===== config.mk =====
export PLATFORM = sky130hd
export DESIGN_NAME = uart_tx_fifo
export DESIGN_NICKNAME = d
export VERILOG_FILES = /design/src/rtl/uart_pkg.sv /design/src/rtl/sync_fifo.sv /design/src/rtl/uart_tx_fifo.sv
export SDC_FILE = /design/constraint.sdc
export NUM_CORES = 1
export LEC_CHECK = 0
export CORE_ASPECT_RATIO = 0.6
export CORE_MARGIN = 2
export CORE_UTILIZATION = 62
export CTS_BUF_LIST = sky130_fd_sc_hd__clkbuf_4 sky130_fd_sc_hd__clkbuf_8
export CTS_CLUSTER_DIAMETER = 50
export CTS_CLUSTER_SIZE = 10
export DETAILED_ROUTE_END_ITERATION = 8
export PLACE_DENSITY_LB_ADDON = 0.15
export SYNTH_ARGS = -nofsm -noshare
export SYNTH_HDL_FRONTEND = slang
export SYNTH_SLANG_ARGS = --single-unit

===== constraint.sdc =====
create_clock -name clk -period 4.21 [get_ports clk]
set_input_delay 0.842 -clock clk [delete_from_list [all_inputs] [get_ports clk]]
set_output_delay 0.842 -clock clk [all_outputs]
set_load 0.02 [all_outputs]

===== src/rtl/uart_pkg.sv =====
`default_nettype none
// +---------------------------------------------------------------------------+
// | uart_pkg : shared UART constants, transmitter state encoding and helpers  |
// | Optional macro UART_TX_PARITY_EN adds the PARITY state.  Revision: 1.0    |
// +---------------------------------------------------------------------------+
package uart_pkg;

   localparam int          UART_DATA_W          = 8;
   localparam int          UART_DEFAULT_CLK_DIV = 868;
   localparam logic [11:0] UART_BUS_BASE        = 12'h100;

`ifdef UART_TX_PARITY_EN
   typedef enum logic [2:0] {
      IDLE   = 3'd0,
      START  = 3'd1,
      DATA   = 3'd2,
      PARITY = 3'd3,
      STOP   = 3'd4
   } tx_state_t;
`else
   typedef enum logic [1:0] {
      IDLE  = 2'd0,
      START = 2'd1,
      DATA  = 2'd2,
      STOP  = 2'd3
   } tx_state_t;
`endif

   function automatic logic even_parity(input logic [UART_DATA_W-1:0] d);
      return ^d;
   endfunction

endpackage
`default_nettype wire


===== src/rtl/sync_fifo.sv =====
`default_nettype none
// +---------------------------------------------------------------------------+
// | sync_fifo : single-clock FIFO, head visible combinationally on dout       |
// | Revision: 1.0                                                             |
// +---------------------------------------------------------------------------+
module sync_fifo #(
   parameter int WIDTH = 8,
   parameter int DEPTH = 16
) (
   input  logic                     clk,
   input  logic                     rst_n,
   input  logic                     push,
   input  logic                     pop,
   input  logic [WIDTH-1:0]         din,
   output logic [WIDTH-1:0]         dout,
   output logic                     full,
   output logic                     empty,
   output logic [$clog2(DEPTH):0]   level
);

   localparam int c_aw = $clog2(DEPTH);
   localparam int c_lw = c_aw + 1;

   logic [WIDTH-1:0] r_mem [DEPTH];
   logic [c_aw-1:0]  r_wr_ptr;
   logic [c_aw-1:0]  r_rd_ptr;
   logic [c_lw-1:0]  r_level;
   logic             w_push_ok;
   logic             w_pop_ok;

   // The level counter, not the pointers, decides full/empty.
   assign full      = (r_level == c_lw'(DEPTH));
   assign empty     = (r_level == '0);
   assign level     = r_level;
   assign dout      = r_mem[r_rd_ptr];
   assign w_push_ok = push && !full;
   assign w_pop_ok  = pop && !empty;

   always_ff @(posedge clk) begin
      if (w_push_ok) begin
         r_mem[r_wr_ptr] <= din;
      end
   end

   always_ff @(posedge clk or negedge rst_n) begin
      if (!rst_n) begin
         r_wr_ptr <= '0;
         r_rd_ptr <= '0;
         r_level  <= '0;
      end else begin
         if (w_push_ok) begin
            r_wr_ptr <= r_wr_ptr + c_aw'(1);
         end
         if (w_pop_ok) begin
            r_rd_ptr <= r_rd_ptr + c_aw'(1);
         end
         case ({w_push_ok, w_pop_ok})
            2'b10:   r_level <= r_level + c_lw'(1);
            2'b01:   r_level <= r_level - c_lw'(1);
            default: r_level <= r_level;
         endcase
      end
   end

endmodule
`default_nettype wire


===== src/rtl/uart_tx_fifo.sv =====
`default_nettype none
// +---------------------------------------------------------------------------+
// | uart_tx_fifo : bus-fed byte FIFO plus 8N1 serializer with fixed divider   |
// | Optional macro UART_TX_PARITY_EN adds an even-parity bit.  Revision: 1.0  |
// +---------------------------------------------------------------------------+
module uart_tx_fifo
   import uart_pkg::*;
#(
   parameter int CLK_DIV    = UART_DEFAULT_CLK_DIV,
   parameter int FIFO_DEPTH = 16,
   parameter int DATA_W     = UART_DATA_W
) (
   input  logic                          clk,
   input  logic                          rst_n,
   input  logic [DATA_W-1:0]             wr_data,
   input  logic                          wr_en,
   output logic                          txd,
   output logic                          busy,
   output logic                          fifo_full,
   output logic                          fifo_empty,
   output logic [$clog2(FIFO_DEPTH):0]   fifo_level,
   output logic                          overflow,
   input  logic                          ovf_clr
);

   localparam int c_sw     = $bits(tx_state_t);
   localparam int c_div_w  = (CLK_DIV > 1) ? $clog2(CLK_DIV) : 1;
   localparam int c_bit_w  = $clog2(DATA_W);

   localparam logic [c_div_w-1:0] c_div_max = c_div_w'(CLK_DIV - 1);
   localparam logic [c_bit_w-1:0] c_bit_max = c_bit_w'(DATA_W - 1);

   localparam logic [c_sw-1:0] S_IDLE   = IDLE;
   localparam logic [c_sw-1:0] S_START  = START;
   localparam logic [c_sw-1:0] S_DATA   = DATA;
   localparam logic [c_sw-1:0] S_STOP   = STOP;
`ifdef UART_TX_PARITY_EN
   localparam logic [c_sw-1:0] S_PARITY = PARITY;
`endif

   logic [c_sw-1:0]    r_state;
   logic [c_div_w-1:0] r_div;
   logic [c_bit_w-1:0] r_bit_cnt;
   logic [DATA_W-1:0]  r_shift;
   logic               r_txd;
   logic               r_overflow;
`ifdef UART_TX_PARITY_EN
   logic               r_par;
`endif
   logic [DATA_W-1:0]  w_head;
   logic               w_pop;
   logic               w_bit_end;

   assign w_pop     = (r_state == S_IDLE) && !fifo_empty;
   assign w_bit_end = (r_div == c_div_max);
   assign txd       = r_txd;
   assign busy      = (r_state != S_IDLE) || !fifo_empty;
   assign overflow  = r_overflow;

   sync_fifo #(
      .WIDTH (DATA_W),
      .DEPTH (FIFO_DEPTH)
   ) u_fifo (
      .clk   (clk),
      .rst_n (rst_n),
      .push  (wr_en),
      .pop   (w_pop),
      .din   (wr_data),
      .dout  (w_head),
      .full  (fifo_full),
      .empty (fifo_empty),
      .level (fifo_level)
   );

   // A new overflow takes priority over a coincident clear.
   always_ff @(posedge clk or negedge rst_n) begin
      if (!rst_n) begin
         r_overflow <= 1'b0;
      end else if (wr_en && fifo_full) begin
         r_overflow <= 1'b1;
      end else if (ovf_clr) begin
         r_overflow <= 1'b0;
      end
   end

   // txd is registered together with each state change, so the line leads
   // the state by nothing and the start bit appears on the pop edge.
   always_ff @(posedge clk or negedge rst_n) begin
      if (!rst_n) begin
         r_state   <= S_IDLE;
         r_div     <= '0;
         r_bit_cnt <= '0;
         r_shift   <= '0;
         r_txd     <= 1'b1;
`ifdef UART_TX_PARITY_EN
         r_par     <= 1'b0;
`endif
      end else begin
         case (r_state)
            S_IDLE: begin
               if (!fifo_empty) begin
                  r_state <= S_START;
                  r_div   <= '0;
                  r_shift <= w_head;
                  r_txd   <= 1'b0;
`ifdef UART_TX_PARITY_EN
                  r_par   <= even_parity(w_head);
`endif
               end
            end
            S_START: begin
               if (w_bit_end) begin
                  r_state   <= S_DATA;
                  r_div     <= '0;
                  r_bit_cnt <= '0;
                  r_txd     <= r_shift[0];
               end else begin
                  r_div <= r_div + 1'b1;
               end
            end
            S_DATA: begin
               if (w_bit_end) begin
                  r_div <= '0;
                  if (r_bit_cnt == c_bit_max) begin
`ifdef UART_TX_PARITY_EN
                     r_state <= S_PARITY;
                     r_txd   <= r_par;
`else
                     r_state <= S_STOP;
                     r_txd   <= 1'b1;
`endif
                  end else begin
                     r_bit_cnt <= r_bit_cnt + 1'b1;
                     r_shift   <= r_shift >> 1;
                     r_txd     <= r_shift[1];
                  end
               end else begin
                  r_div <= r_div + 1'b1;
               end
            end
`ifdef UART_TX_PARITY_EN
            S_PARITY: begin
               if (w_bit_end) begin
                  r_state <= S_STOP;
                  r_div   <= '0;
                  r_txd   <= 1'b1;
               end else begin
                  r_div <= r_div + 1'b1;
               end
            end
`endif
            S_STOP: begin
               if (w_bit_end) begin
                  r_state <= S_IDLE;
                  r_div   <= '0;
                  r_txd   <= 1'b1;
               end else begin
                  r_div <= r_div + 1'b1;
               end
            end
            default: begin
               r_state <= S_IDLE;
               r_div   <= '0;
               r_txd   <= 1'b1;
            end
         endcase
      end
   end

endmodule
`default_nettype wire


==> summary.txt, run 1 <==
Status
  – Run status: completed

Synth
  – Top cell type by total area after synthesis: edfxtp_1
  – Ys flop type: edfxtp_1
  – Number of synthesized flops with an enable pin: 128
  – Synth Instances: 452
  – Synth top area cells: edfxtp_1 54%, dfrtp_1 13%, mux4_2 6.1%
  – Synth top area share: 0.545
  – Syn nets: 481
  – Synthesized cell area: 7060 µm²
  – Post-synthesis cell type count: 50
  – Post-Syn Area per Cell: 15.6 µm²
  – Synth Register Bits: 166
  – Count of warnings emitted by yosys: 0
  – Async S/R FF share, synth: 0.229
  – Sequential area share after synthesis: 0.679

Placement
  – Detailed Place HPWL: 9.15 mm
  – Area after DPL: 7380 µm²
  – Port bufs: 21
  – GPL Wtd Cong: 0.837

GRT
  – Number of global-route vias before repair: 3,716
  – Global-route wire length before repair: 21.5 mm
  – Gr usage total: 0.244
  – Largest net degree at the start of global routing: 39
  – Initial antenna violation count: 0
  – GRT Residual Overflow: 0

Worst setup path
  – Crit. End Element: output pin
  – Req. time, crit path: 3.37 ns
  – Worst-path cell chain: inv_1 -> ha_1 -> nor3b_1 -> and2_1 -> inv_1 -> clkdlybuf4s50_1
  – End of the worst register-to-register path: u_fifo.level[4]
  – CP max FO: 7
  – Crit Reg-Reg Startpoint: u_fifo.level[2]
  – CP max stage delay: 0.58 ns
  – Reg2Reg Depth: 12
  – R2r setup slk: 1.12 ns
  – Cell mode on critical path: inv_1
  – Crit path depth: 6
  – Critical path class: reg2out
  – Slowest stage cell, crit path: clkdlybuf4s50_1
  – Critical path startpoint category: flop
  – Buffers and inverters on the worst path: 3
  – Critical path's top delay family: buffers and inverters
  – CP arrival: 2.96 ns

Timing
  – Worst Tran Pin Value: 1.02 ns
  – Fin crit period: 3.80 ns
  – # setup viols final: 0
  – Final setup TNS: 0 ns
  – Hold Vio Cnt, Final: 0
  – RSZ-0062 raised after global routing: false
  – Slew Viols, Final: 0
  – Clock Skew: 0.0174 ns
  – Final period util: 0.902
  – Fmax: 263 MHz
  – Rel. slew slack: 0.317

Drt
  – Vias: 3,867
  – Residual DRC: 0
  – First DRT Iteration DRCs: 331
  – DRT Pass-1 Iters: 5
  – Antenna Nets Post-Route: 0
  – Via-per-instance ratio: 6.11
  – Drt total wl: 13.8 mm
  – Wire per inst: 21.8 µm

Cells and area
  – Commonest non-fill, non-tap cell in the layout: edfxtp_1
  – Antenna cells: 0
  – Layout cell share with drive strength beyond 1: 0.139
  – Area Growth Syn to Fin: 10.7%
  – Commonest non-fill, non-tap cells in the layout: 128 x edfxtp_1, 36 x dfrtp_1, 28 x mux2i_1
  – Final core area utilization: 0.698
  – # nets final: 505
  – Post-route cell area: 7810 µm²

CTS
  – Reg clk slew, reported paths: 0.09 ns
  – Clock buffer depth: 2
  – CTS hold repair buffers: 0
  – Postcts setup bufs: 0
  – H-Tree Depth: 4
  – Post_cts resized: 0
  – CTS tree: built
  – Clock latency on the worst-skew pair: 0.45 ns
  – Clock sinks: 166
  – Num CTS Buffers: 17
  – Clock root cell: clkbuf_8

Power
  – Power per cell area: 674 nW/µm²
  – Leak: 2.82 nW
  – Maximum resistive drop on vdd: 0.275 mV

Run
  – Max-cap violation count: 0

Die
  – Die Y: 86.6 µm
  – Initial Util: 0.631
  – Chip width: 142 µm
  – Io pins: 22
  – Die area: 12,300 µm²
  – # rows: 30
  – Core Area: 11,200 µm²

Min path
  – Hold Crit Class: in2async
==> registers in the layout, summed over array words and instances (netlist names) <==
name,flops
r_shift,8
r_state,2
txd,1
r_bit_cnt,3
u_fifo.r_wr_ptr,4
u_fifo.r_mem,128
u_fifo.level,5
r_div,10
u_fifo.r_rd_ptr,4
overflow,1
==> cells in the mapped netlist, drive strengths merged, types with 2 or more instances <==
master     n
nand2     26
and3       2
o22ai      8
nor2      27
a211oi     3
nor2b      4
a2bb2oi    7
or3        8
a21o       4
nor3b      2
nor3       6
nand4      2
mux4      19
a22oi     15
mux2       3
ha        17
buf       12
a21oi     19
clkbuf     9
nor4       2
inv       10
mux2i     28
dfrtp     37
a22o       5
o21ai      7
and2       3
xnor2     10
nand2b     5
nand3      6
xor2       9
edfxtp   128
==> per-stage QoR <==
step                      worst slack [ns]  hold WS [ns]  total power, mW  std cells
after CTS                            0.460         0.512             5.28        633
after floorplan                      0.821         0.466             3.57        452
after global placement               0.905         0.481             4.00        601
after detailed placement             0.850         0.492             4.04        601
after global routing                 0.286         0.525             5.54        633
final                                0.411         0.492             5.26        633
==> worst register-to-register path, stage by stage (launching register included) <==
cell	delay, ns
dfrtp_1	0.49
nor3_4	0.37
nand3b_1	0.14
and2_1	0.28
inv_1	0.11
ha_1	0.36
xor2_1	0.19
ha_1	0.20
a21boi_0	0.18
o221ai_1	0.17
a21o_1	0.21
a21oi_1	0.17
xor2_1	0.15
==> cell type report <==
cell class              instances  area, µm²
clock inverters                 8        149
flip-flops and latches        166       4800
fillers                       733       3370
inverters                      10       37.5
repair buffers                 26        243
clock buffers                  24        287
well taps                     144        180
multi-input cells             255       2120
==> routing by layer <==
metal / wire [µm] / track usage
met1: 6560 / 0.378
met3: 953 / 0.0597
met2: 6120 / 0.349
met5: 0 / 0
met4: 136 / 0.0700
==> worst max-delay path by stage <==
stage,start,end,slack [ns]
global route,r_state[1],busy,0.29
CTS,r_state[0],busy,0.46
detailed placement,wr_en,u_fifo.level[4],0.85
global placement,wr_en,u_fifo.level[4],0.90
floorplan,u_fifo.level[2],u_fifo.level[4],0.82
finish,r_state[0],busy,0.41
==> cell families after synthesis <==
logic type | count (synthesis) | synth area share
and+or+nand+nor | 95 | 0.0688
adders and majority gates | 17 | 0.0301
muxes | 50 | 0.105
xor gates and xnor gates | 19 | 0.0236
AOI/OAI and AO/OA | 74 | 0.0725
buffers and inverters | 31 | 0.0204
DFF | 166 | 0.679
==> report_power, final <==
group,total [mW],switching (mW),internal (mW)
logic,1.64,0.854,0.782
clock network,1.24,0.552,0.693
registers,2.38,0.346,2.04
Note: power is estimated with default switching activity, not from simulation.
==> run 2, diff against run 1 <==
CTS_CLUSTER_SIZE = default   (was 10)
clock period = 4.2 ns   (was 4.21 ns; I/O delays follow)
==> run 2 against run 1 <==
Against the previous run:
- worst hold slack improved by 0.010 ns
- register-to-register slack worse by 0.10 ns
- power is 2.6% lower
- clock-buffer cell count decreased by 3
- via count up 0.75%
- critical path depth is the same
- clock skew down 0.0024 ns
- sequential share of layout area increased by 0.51 points
- sequential power about the same
- die area stayed put
==> summary.txt, run 2 (synthesized netlist as in run 1, its figures left out) <==
Power
  – Register share of total power: 0.466 (+0.013)
  – Power per cell area: 661 nW/µm² (-1.8%)
  – NetSw: 1.76 mW (+0.22%)
  – Switching Fraction: 0.343 (+0.00969)
  – Combinational Power Share: 0.322 (+0.011)
  – Power share of the clock group: 0.213 (-0.024)
  – Maximum resistive drop on vdd: 0.298 mV (+8.3%)
  – Leak: 2.79 nW (-1.4%)
  – Cell Int Power: 3.37 mW (-4.0%)

Min path
  – Hold Crit Class: in2async

Drt
  – Met2 WL: 6.11 mm (about the same)
  – Met1 wire length: 6.46 mm (-1.5%)
  – Wire per inst: 21.9 µm (+0.55%)
  – First DRT Iteration DRCs: 409 (+24%)
  – Top Layer Used: met4
  – Antenna Nets Post-Route: 0 (unchanged)
  – Residual DRC: 0 (unchanged)
  – DRT Pass-1 Iters: 5 (unchanged)
  – Via-per-instance ratio: 6.16 (+0.91%)
  – Routed wl met3: 1.12 mm (+18%)
  – Drt total wl: 13.8 mm (+0.39%)
  – Vias: 3,896 (+0.75%)

CTS
  – Reg clk slew, reported paths: 0.09 ns (about the same)
  – Post_cts resized: 0 (unchanged)
  – Num CTS Buffers: 17 (unchanged)
  – Clock sinks: 166 (unchanged)
  – Postcts setup bufs: 0 (unchanged)
  – Clock root cell: clkbuf_8
  – Clock latency on the worst-skew pair: 0.45 ns (about the same)
  – Clock buffer depth: 2 (unchanged)
  – CTS tree: built
  – H-Tree Depth: 4 (unchanged)
  – CTS hold repair buffers: 0 (unchanged)

Timing
  – Final period util: 0.885
  – RSZ-0062 raised after global routing: false
  – Fmax: 269 MHz
  – Clock Skew: 0.0150 ns (-0.00236 ns)
  – Final setup TNS: 0 ns (unchanged)
  – # setup viols final: 0 (unchanged)
  – Worst Tran Pin Value: 1.01 ns (-0.00999 ns)
  – Slew Viols, Final: 0 (unchanged)
  – Fin crit period: 3.72 ns
  – Rel. slew slack: 0.324 (+0.00666)
  – Hold Vio Cnt, Final: 0 (unchanged)

Cells and area
  – Commonest non-fill, non-tap cells in the layout: 128 x edfxtp_1, 36 x dfrtp_1, 28 x mux2i_1
  – Post-route non-filler standard cell count: 632 (-0.16%)
  – Commonest non-fill, non-tap cell in the layout: edfxtp_1
  – Biggest register: u_fifo.r_mem
  – Area Growth Syn to Fin: 9.77%
  – Layout cell share with drive strength beyond 1: 0.133 (-0.00586)
  – Register area: 4800 µm² (unchanged)
  – Antenna cells: 0 (unchanged)
  – # nets final: 505 (unchanged)
  – Final core area utilization: 0.693 (-0.00570)
  – Largest registers: u_fifo.r_mem x128, r_div x10, r_shift x8
  – Fill cells: 745 (+1.6%)
  – Area of the multi-input gates: 2120 µm² (unchanged)
  – Max reg flops: 128 (unchanged)

Placement
  – DP Cell Count: 601 (unchanged)
  – GPL Wtd Cong: 0.839 (+0.31%)
  – Detailed Place HPWL: 9.23 mm (+0.80%)
  – Port bufs: 21 (unchanged)

Run
  – Max-cap violation count: 0 (unchanged)

Die
  – Die Y: 86.6 µm (unchanged)
  – Initial Util: 0.631 (unchanged)
  – Core Area: 11,200 µm² (unchanged)
  – Chip width: 142 µm (unchanged)
  – Die area: 12,300 µm² (unchanged)
  – # rows: 30 (unchanged)
  – Io pins: 22 (unchanged)

Worst setup path
  – Reg2Reg Depth: 12 (unchanged)
  – CP max FO: 7 (unchanged)
  – Critical path startpoint category: flop
  – Req. time, crit path: 3.36 ns (about the same)
  – Critical path class: reg2out
  – Crit. End Element: output pin
  – CP arrival: 2.88 ns (-0.08 ns)

GRT
  – GRT Residual Overflow: 0 (unchanged)
  – Initial antenna violation count: 1 (+1)
  – Gr usage total: 0.240 (-0.00397)
  – Largest net degree at the start of global routing: 39 (unchanged)
  – Number of global-route vias before repair: 3,721 (+0.13%)
  – Global-route wire length before repair: 21.1 mm (-1.8%)

Status
  – Run status: completed
==> run 2: cell count changes in the layout (fill, tap and decap cells not counted) <==
cell	change
bufinv_16	-2
clkinvlp_4	+2
clkbuf_4	-3
clkinv_1	+2
clkinv_2	+1
clkinv_4	-1
==> run 2: routing by layer <==
layer	vias to the layer above	GRT usage
li1	1773	-
met1	1960	0.368
met2	150	0.336
met3	13	0.0735
met4	0	0.0682
met5	-	0
==> run 2: worst max-delay path: stages, from the launching register on <==
cell,delay (ns)
dfrtp_1,0.43
inv_1,0.12
ha_1,0.26
nor3b_1,0.48
and2_1,0.37
inv_1,0.18
clkdlybuf4s50_1,0.59
==> run 2: path summary, 6_finish.rpt <==
path	slack [ns]	to	startpoint
worst min-delay path	0.50	u_fifo.level[3]	rst_n
worst max register to register	1.02	u_fifo.level[4]	u_fifo.level[2]
min in group clk	0.51	r_div[1]	r_div[1]
worst min register to register	0.51	r_div[1]	r_div[1]
max in group asynchronous	3.10	u_fifo.r_rd_ptr[1]	rst_n
worst max-delay path	0.48	busy	r_state[0]
==> run 2: cell type report <==
class                      count  area share
sequential                   166       0.619
multi-input combinational    255       0.273
clock buffer                  21      0.0341
timing repair buffer          26      0.0313
tap                          144      0.0233
clock inverter                10      0.0139
inverter                      10     0.00484
==> run 2: metrics by stage <==
stage          power [mW]  hold slack (ns)  cell area (µm²)  setup slack [ns]
2_1_floorplan        3.57            0.466             7060             0.811
3_3_place_gp         4.01            0.481             7380             0.897
3_5_place_dp         4.07            0.492             7380             0.779
4_1_cts              5.14            0.511             7750             0.495
5_1_grt              5.38            0.517             7750             0.357
6_report             5.12            0.502             7750             0.482
==> run 2: power groups by stage <==
stage	Combinational [mW]	Sequential, mW	Clock, mW
finish	1.65	2.39	1.09
floorplan	1.36	2.22	0
detailed placement	1.64	2.42	0
CTS	1.65	2.39	1.10
global placement	1.60	2.41	0
global route	1.78	2.43	1.17
